[config.mk]
export PLATFORM = sky130hd
export DESIGN_NAME = uart_rx_path
export DESIGN_NICKNAME = d
export VERILOG_FILES = /design/src/rtl/uart_pkg.sv /design/src/rtl/fifo_fwft.sv /design/src/rtl/uart_rx_path.sv
export SDC_FILE = /design/constraint.sdc
export NUM_CORES = 2
export LEC_CHECK = 0
export ABC_AREA = 0
export BUFFER_PORTS_ARGS = -buffer_cell sky130_fd_sc_hd__buf_2
export CAP_MARGIN = 15
export CELL_PAD_IN_SITES_DETAIL_PLACEMENT = 1
export CELL_PAD_IN_SITES_GLOBAL_PLACEMENT = 1
export CORE_ASPECT_RATIO = 0.7
export CORE_MARGIN = 5
export CORE_UTILIZATION = 40
export CTS_BUF_LIST = sky130_fd_sc_hd__clkbuf_4 sky130_fd_sc_hd__clkbuf_8
export DETAILED_ROUTE_END_ITERATION = 6
export PLACE_DENSITY = 0.62
export RECOVER_POWER = 100
export SLEW_MARGIN = 10
export SYNTH_ARGS = -nofsm -noshare
export SYNTH_HDL_FRONTEND = slang
export SYNTH_HIERARCHICAL = 1
export SYNTH_SLANG_ARGS = --single-unit
[constraint.sdc]
create_clock -name clk -period 4.15 [get_ports clk]
set_clock_uncertainty 0.1 [all_clocks]
set_input_delay 0.83 -clock clk [delete_from_list [all_inputs] [get_ports clk]]
set_output_delay 0.83 -clock clk [all_outputs]
set_load 0.005 [all_outputs]
[src/rtl/uart_pkg.sv]
// uart_pkg: shared receiver state encoding and oversampling constants
package uart_pkg;
    typedef enum logic [1:0] {IDLE, START, DATA, STOP} rx_state_t;
    localparam int OVERSAMPLE = 16;
    localparam int MID_TICK = 7;
endpackage

[src/rtl/fifo_fwft.sv]
// fifo_fwft: first-word-fall-through fifo with registered empty/full flags
module fifo_fwft #(
    parameter int DATA_W = 8,
    parameter int ADDR_W = 4
) (
    input  logic              clk,
    input  logic              reset,
    input  logic              wr,
    input  logic              rd,
    input  logic [DATA_W-1:0] w_data,
    output logic [DATA_W-1:0] r_data,
    output logic              empty,
    output logic              full
);
    logic [DATA_W-1:0] mem [2**ADDR_W];
    logic [ADDR_W-1:0] w_ptr, r_ptr, w_nxt, r_nxt;
    logic do_wr, do_rd;
    assign do_rd = rd & ~empty;
    assign do_wr = wr & (~full | do_rd);
    assign w_nxt = w_ptr + ADDR_W'(1);
    assign r_nxt = r_ptr + ADDR_W'(1);
    assign r_data = empty ? '0 : mem[r_ptr];
    always_ff @(posedge clk)
        if (do_wr) mem[w_ptr] <= w_data;
    always_ff @(posedge clk) begin
        if (reset) begin
            w_ptr <= '0;
            r_ptr <= '0;
            empty <= 1'b1;
            full  <= 1'b0;
        end else begin
            if (do_wr) w_ptr <= w_nxt;
            if (do_rd) r_ptr <= r_nxt;
            if (do_wr && !do_rd) begin
                empty <= 1'b0;
                full  <= w_nxt == r_ptr;
            end else if (do_rd && !do_wr) begin
                full  <= 1'b0;
                empty <= r_nxt == w_ptr;
            end
        end
    end
endmodule

[src/rtl/uart_rx_path.sv]
// uart_rx_path: 16x oversampled uart receiver with baud tick generator feeding a fwft fifo
module uart_rx_path
    import uart_pkg::*;
#(
    parameter int DBIT    = 8,
    parameter int SB_TICK = 16,
    parameter int FIFO_W  = 8
) (
    input  logic            clk,
    input  logic            reset,
    input  logic [10:0]     dvsr,
    input  logic            rx,
    input  logic            rd_uart,
    output logic [DBIT-1:0] r_data,
    output logic            rx_empty,
    output logic            rx_full,
    output logic            frame_err,
    output logic            overrun
);
    localparam int NW = $clog2(DBIT);
    logic [1:0] sync;
    logic rx_s, tick, push;
    logic [10:0] cnt;
    rx_state_t state;
    logic [3:0] s;
    logic [NW-1:0] n;
    logic [DBIT-1:0] b;
    assign rx_s = sync[1];
    assign tick = cnt >= dvsr;
    assign push = state == STOP && tick && s == 4'(SB_TICK-1) && rx_s;
    always_ff @(posedge clk)
        sync <= reset ? 2'b11 : {sync[0], rx};
    always_ff @(posedge clk)
        cnt <= reset || tick ? '0 : cnt + 11'd1;
    always_ff @(posedge clk) begin
        if (reset) begin
            state     <= IDLE;
            s         <= '0;
            n         <= '0;
            b         <= '0;
            frame_err <= 1'b0;
            overrun   <= 1'b0;
        end else begin
            frame_err <= 1'b0;
            overrun   <= push & rx_full & ~rd_uart;
            case (state)
                IDLE: if (!rx_s) begin
                    state <= START;
                    s     <= '0;
                end
                START: if (tick) begin
                    if (s == 4'(MID_TICK)) begin
                        state <= rx_s ? IDLE : DATA;
                        s     <= '0;
                        n     <= '0;
                    end else s <= s + 4'd1;
                end
                DATA: if (tick) begin
                    if (s == 4'(OVERSAMPLE-1)) begin
                        b <= {rx_s, b[DBIT-1:1]};
                        s <= '0;
                        if (n == NW'(DBIT-1)) state <= STOP;
                        else n <= n + NW'(1);
                    end else s <= s + 4'd1;
                end
                STOP: if (tick) begin
                    if (s == 4'(SB_TICK-1)) begin
                        state     <= IDLE;
                        s         <= '0;
                        frame_err <= ~rx_s;
                    end else s <= s + 4'd1;
                end
            endcase
        end
    end
    fifo_fwft #(.DATA_W(DBIT), .ADDR_W(FIFO_W)) u_fifo (
        .clk    (clk),
        .reset  (reset),
        .wr     (push),
        .rd     (rd_uart),
        .w_data (b),
        .r_data (r_data),
        .empty  (rx_empty),
        .full   (rx_full)
    );
endmodule

==> flow_summary.ini <==
[status]
outcome = complete, but fails checks
violations = capacitance limit, slew limit, setup timing

[clock_tree]
clock_path_buffers = 4
clock-sinks = 2106
numCtsBuffers = 330
cts_tree = done
clk_pin_slew_ns = 0.06
h-tree-depth = 5
clockRootBuffer = clkbuf_8
clkLatencyLatePin_ns = 0.95

[floorplan]
row_count = 140
die_h_um = 392
dieArea_um2 = 218000
io_pins = 27
initial_utilization_pct = 40.1
die_x_um = 555
fp.coreArea_um2 = 208000

[critical_path]
r2r_end = u_fifo/mem[191][3]$_DFFE_PP_
r2r_setup_slack_ns = -0.22
worstRegToRegCells = 1
worst-setup-path-type = flop to output pin
cp_cell_sequence = buf_12, buf_8, mux4_2, and2_4, a2111oi_4, nor4_4, nand4_1, a211o_4, o31ai_4, buf_6
worstPathMaxFanout = 6
crit_arrival_ns = 3.89
cpPeakStageDelay_ns = 0.65
crit_path_end_kind = output pin
worstSetupStartpointType = flop
required_ns = 3.22
crit_slowest_cell = a2111oi_4
r2r_start = b[3]$_SDFFE_PP0P_

[timing]
drv_slew = 837
timing.fmax_mhz = 207
finalSetupViolCount = 92
setup_slack_ns = -0.674
rsz0062_at_grt = yes
maxSlewHeadroom_pct = -132
finalCriticalPeriod_ns = 4.82
tns_ns = -18.64
hold_viol_final = 0
period_share_pct = 116
worstMarginPinSlew_ns = 3.48

[final_layout]
layoutNonFillerInstCount = 8202
layout_common_cells = 2048 x edfxtp_1, 427 x buf_4, 354 x clkbuf_8
final_common_cell = edfxtp_1
drive_above_1_share_pct = 32.5
fillers = 19500
nNetsFinal = 5217
syn2layout_area_growth_pct = 19.2

[synthesis]
synth-edff-count = 2048
ys_seq_area_share_pct = 75.2
synth_nets = 4350
avgSynthCellArea_um2 = 19.3
ys_ff_latch = 2106
synth_ff_type = edfxtp_1
synth_top_area_cell = edfxtp_1
netlist.area_leader.share_pct = 73.8
yosysWarnings = 6
ys_types = 73
syn-cell-area_um2 = 83300
async_reset_ff_share_pct = 0
synth_area_leaders = edfxtp_1 74%, mux4_2 8.6%, mux2i_1 3.8%, nor2_1 1.5%, mux4_1 1.5%
synthCells = 4313

[routing]
wl_per_cell_um = 31.7
drt_iter0_drc = 6010
remaining_drc_errors = 0
firstDrtPassIters = 6
viasPerCell = 5.78
drt_wl_total_um = 260000
postRouteAntennaNets = 0
num_vias = 47400

[placement]
io_buffers = 26
place_congestion = 0.872
place_ws_ns = -0.382
place_hpwl_um = 165000
dp_cells = 7536

[global_routing]
gr-usage-all-layers_pct = 23.3
antenna_found_initial = 20
grt_pass1_vias = 48200
gr-total-overflow = 0
grt_max_degree = 145
grt_pass1_wl_um = 362000

[job]
drv_cap = 11

[min_path]
hold_start = reset
hold_path_depth = 2
hp-class = primary input to flop
whs_endpoint = b[7]$_SDFFE_PP0P_

[pwr]
p_per_area_nw_per_um2 = 410
leakage_nw = 36.4
vdd_drop_max_v = 0.000339
[cell type report]
| type | instances | area, µm² | share of cell area, % |
|---|---|---|---|
| Sequential cell | 2106 | 62700 | 63.1 |
| Multi-Input combinational cell | 1932 | 19800 | 19.9 |
| Timing Repair Buffer | 788 | 6830 | 6.88 |
| Clock buffer | 457 | 5650 | 5.69 |
| Tap cell | 2769 | 3460 | 3.49 |
| Clock inverter | 125 | 783 | 0.789 |
| Inverter | 22 | 85.1 | 0.0857 |
| Antenna cell | 3 | 7.51 | 0.00756 |
[flip-flops by register name, indices dropped and copies added (netlist names), named ones only]
name / count
u_fifo/r_ptr: 8
frame_err: 1
cnt: 11
state: 1
n: 3
u_fifo/w_ptr: 8
u_fifo/empty: 1
u_fifo/full: 1
s: 4
b: 8
u_fifo/mem: 2048
sync: 2
overrun: 1
[cell usage after synthesis, types with 49 or more instances]
master / number
nor2_1: 340
a21oi_1: 91
nand3_1: 50
buf_2: 53
mux4_2: 319
o22ai_1: 97
a22oi_1: 51
nor3_1: 49
clkbuf_1: 102
edfxtp_1: 2048
mux2i_1: 320
a211oi_1: 49
o221ai_1: 82
nand2_1: 157
dfxtp_1: 58
[report_power, final]
part | switching (mW) | internal, mW | total [mW]
Combinational | 0.0254 | 0.0180 | 0.0434
Sequential | 0.00744 | 23.0 | 23.0
Clock | 8.35 | 9.30 | 17.7
Total | 8.39 | 32.3 | 40.7
[metrics by stage]
step | util [%] | hold slack [ns] | instance area [µm²] | total power [mW]
after detailed placement | 43.9 | 0.298 | 91100 | 23.5
after CTS | 47.7 | 0.0771 | 99100 | 41.0
after floorplan | - | 0.289 | 83300 | 23.4
after global placement | 43.9 | 0.297 | 91100 | 23.5
after global routing | 47.8 | 0.173 | 99300 | 42.1
final | 47.8 | 0.183 | 99300 | 40.7
[what timing repair did]
item | CTS | global route
setup endpoints to repair | 8 | 8
resized for setup | 188 | 119
cloned | 10 | 8
pin swaps | 32 | 39
hold buffers | 1 | 0
hold endpoints to repair | 1 | 0
buffers inserted | 34 | 34
[routing by layer]
| metal | GRT usage, % | vias to the layer above | wire length (µm) |
|---|---|---|---|
| met1 | 34.4 | 25200 | 113000 |
| li1 | - | 19500 | - |
| met5 | 0.733 | - | 234 |
| met2 | 32.3 | 2434 | 110000 |
| met3 | 8.94 | 329 | 32500 |
| met4 | 5.59 | 4 | 5240 |
[cell families after synthesis]
family	share of synthesized area, %
and+or+nand+nor	3.90
buffers and inverters	2.37
DFF	75.2
xor gates and xnor gates	0.410
adders and majority gates	0.330
AOI/OAI and AO/OA	3.83
muxes	13.9
[worst max-delay path by stage]
stage	slack, ns	from	cells past startpoint	to
floorplan	-0.20	b[0]$_SDFFE_PP0P_	0	u_fifo/mem[0][0]$_DFFE_PP_
global placement	-0.35	flop	14	r_data[4]
detailed placement	-0.38	flop	14	r_data[4]
CTS	-0.73	flop	12	r_data[3]
global route	-0.73	flop	14	r_data[1]
finish	-0.67	flop	10	r_data[6]
[worst max-delay path: cells and delay by family, from the launching register on]
family                 cells  cell delay (ns)
muxes                      1             0.51
buffers and inverters      3             0.42
and+or+nand+nor            3             0.61
DFF                        1             0.45
AOI/OAI and AO/OA          3             0.95
Note: power is estimated with default switching activity, not from simulation.
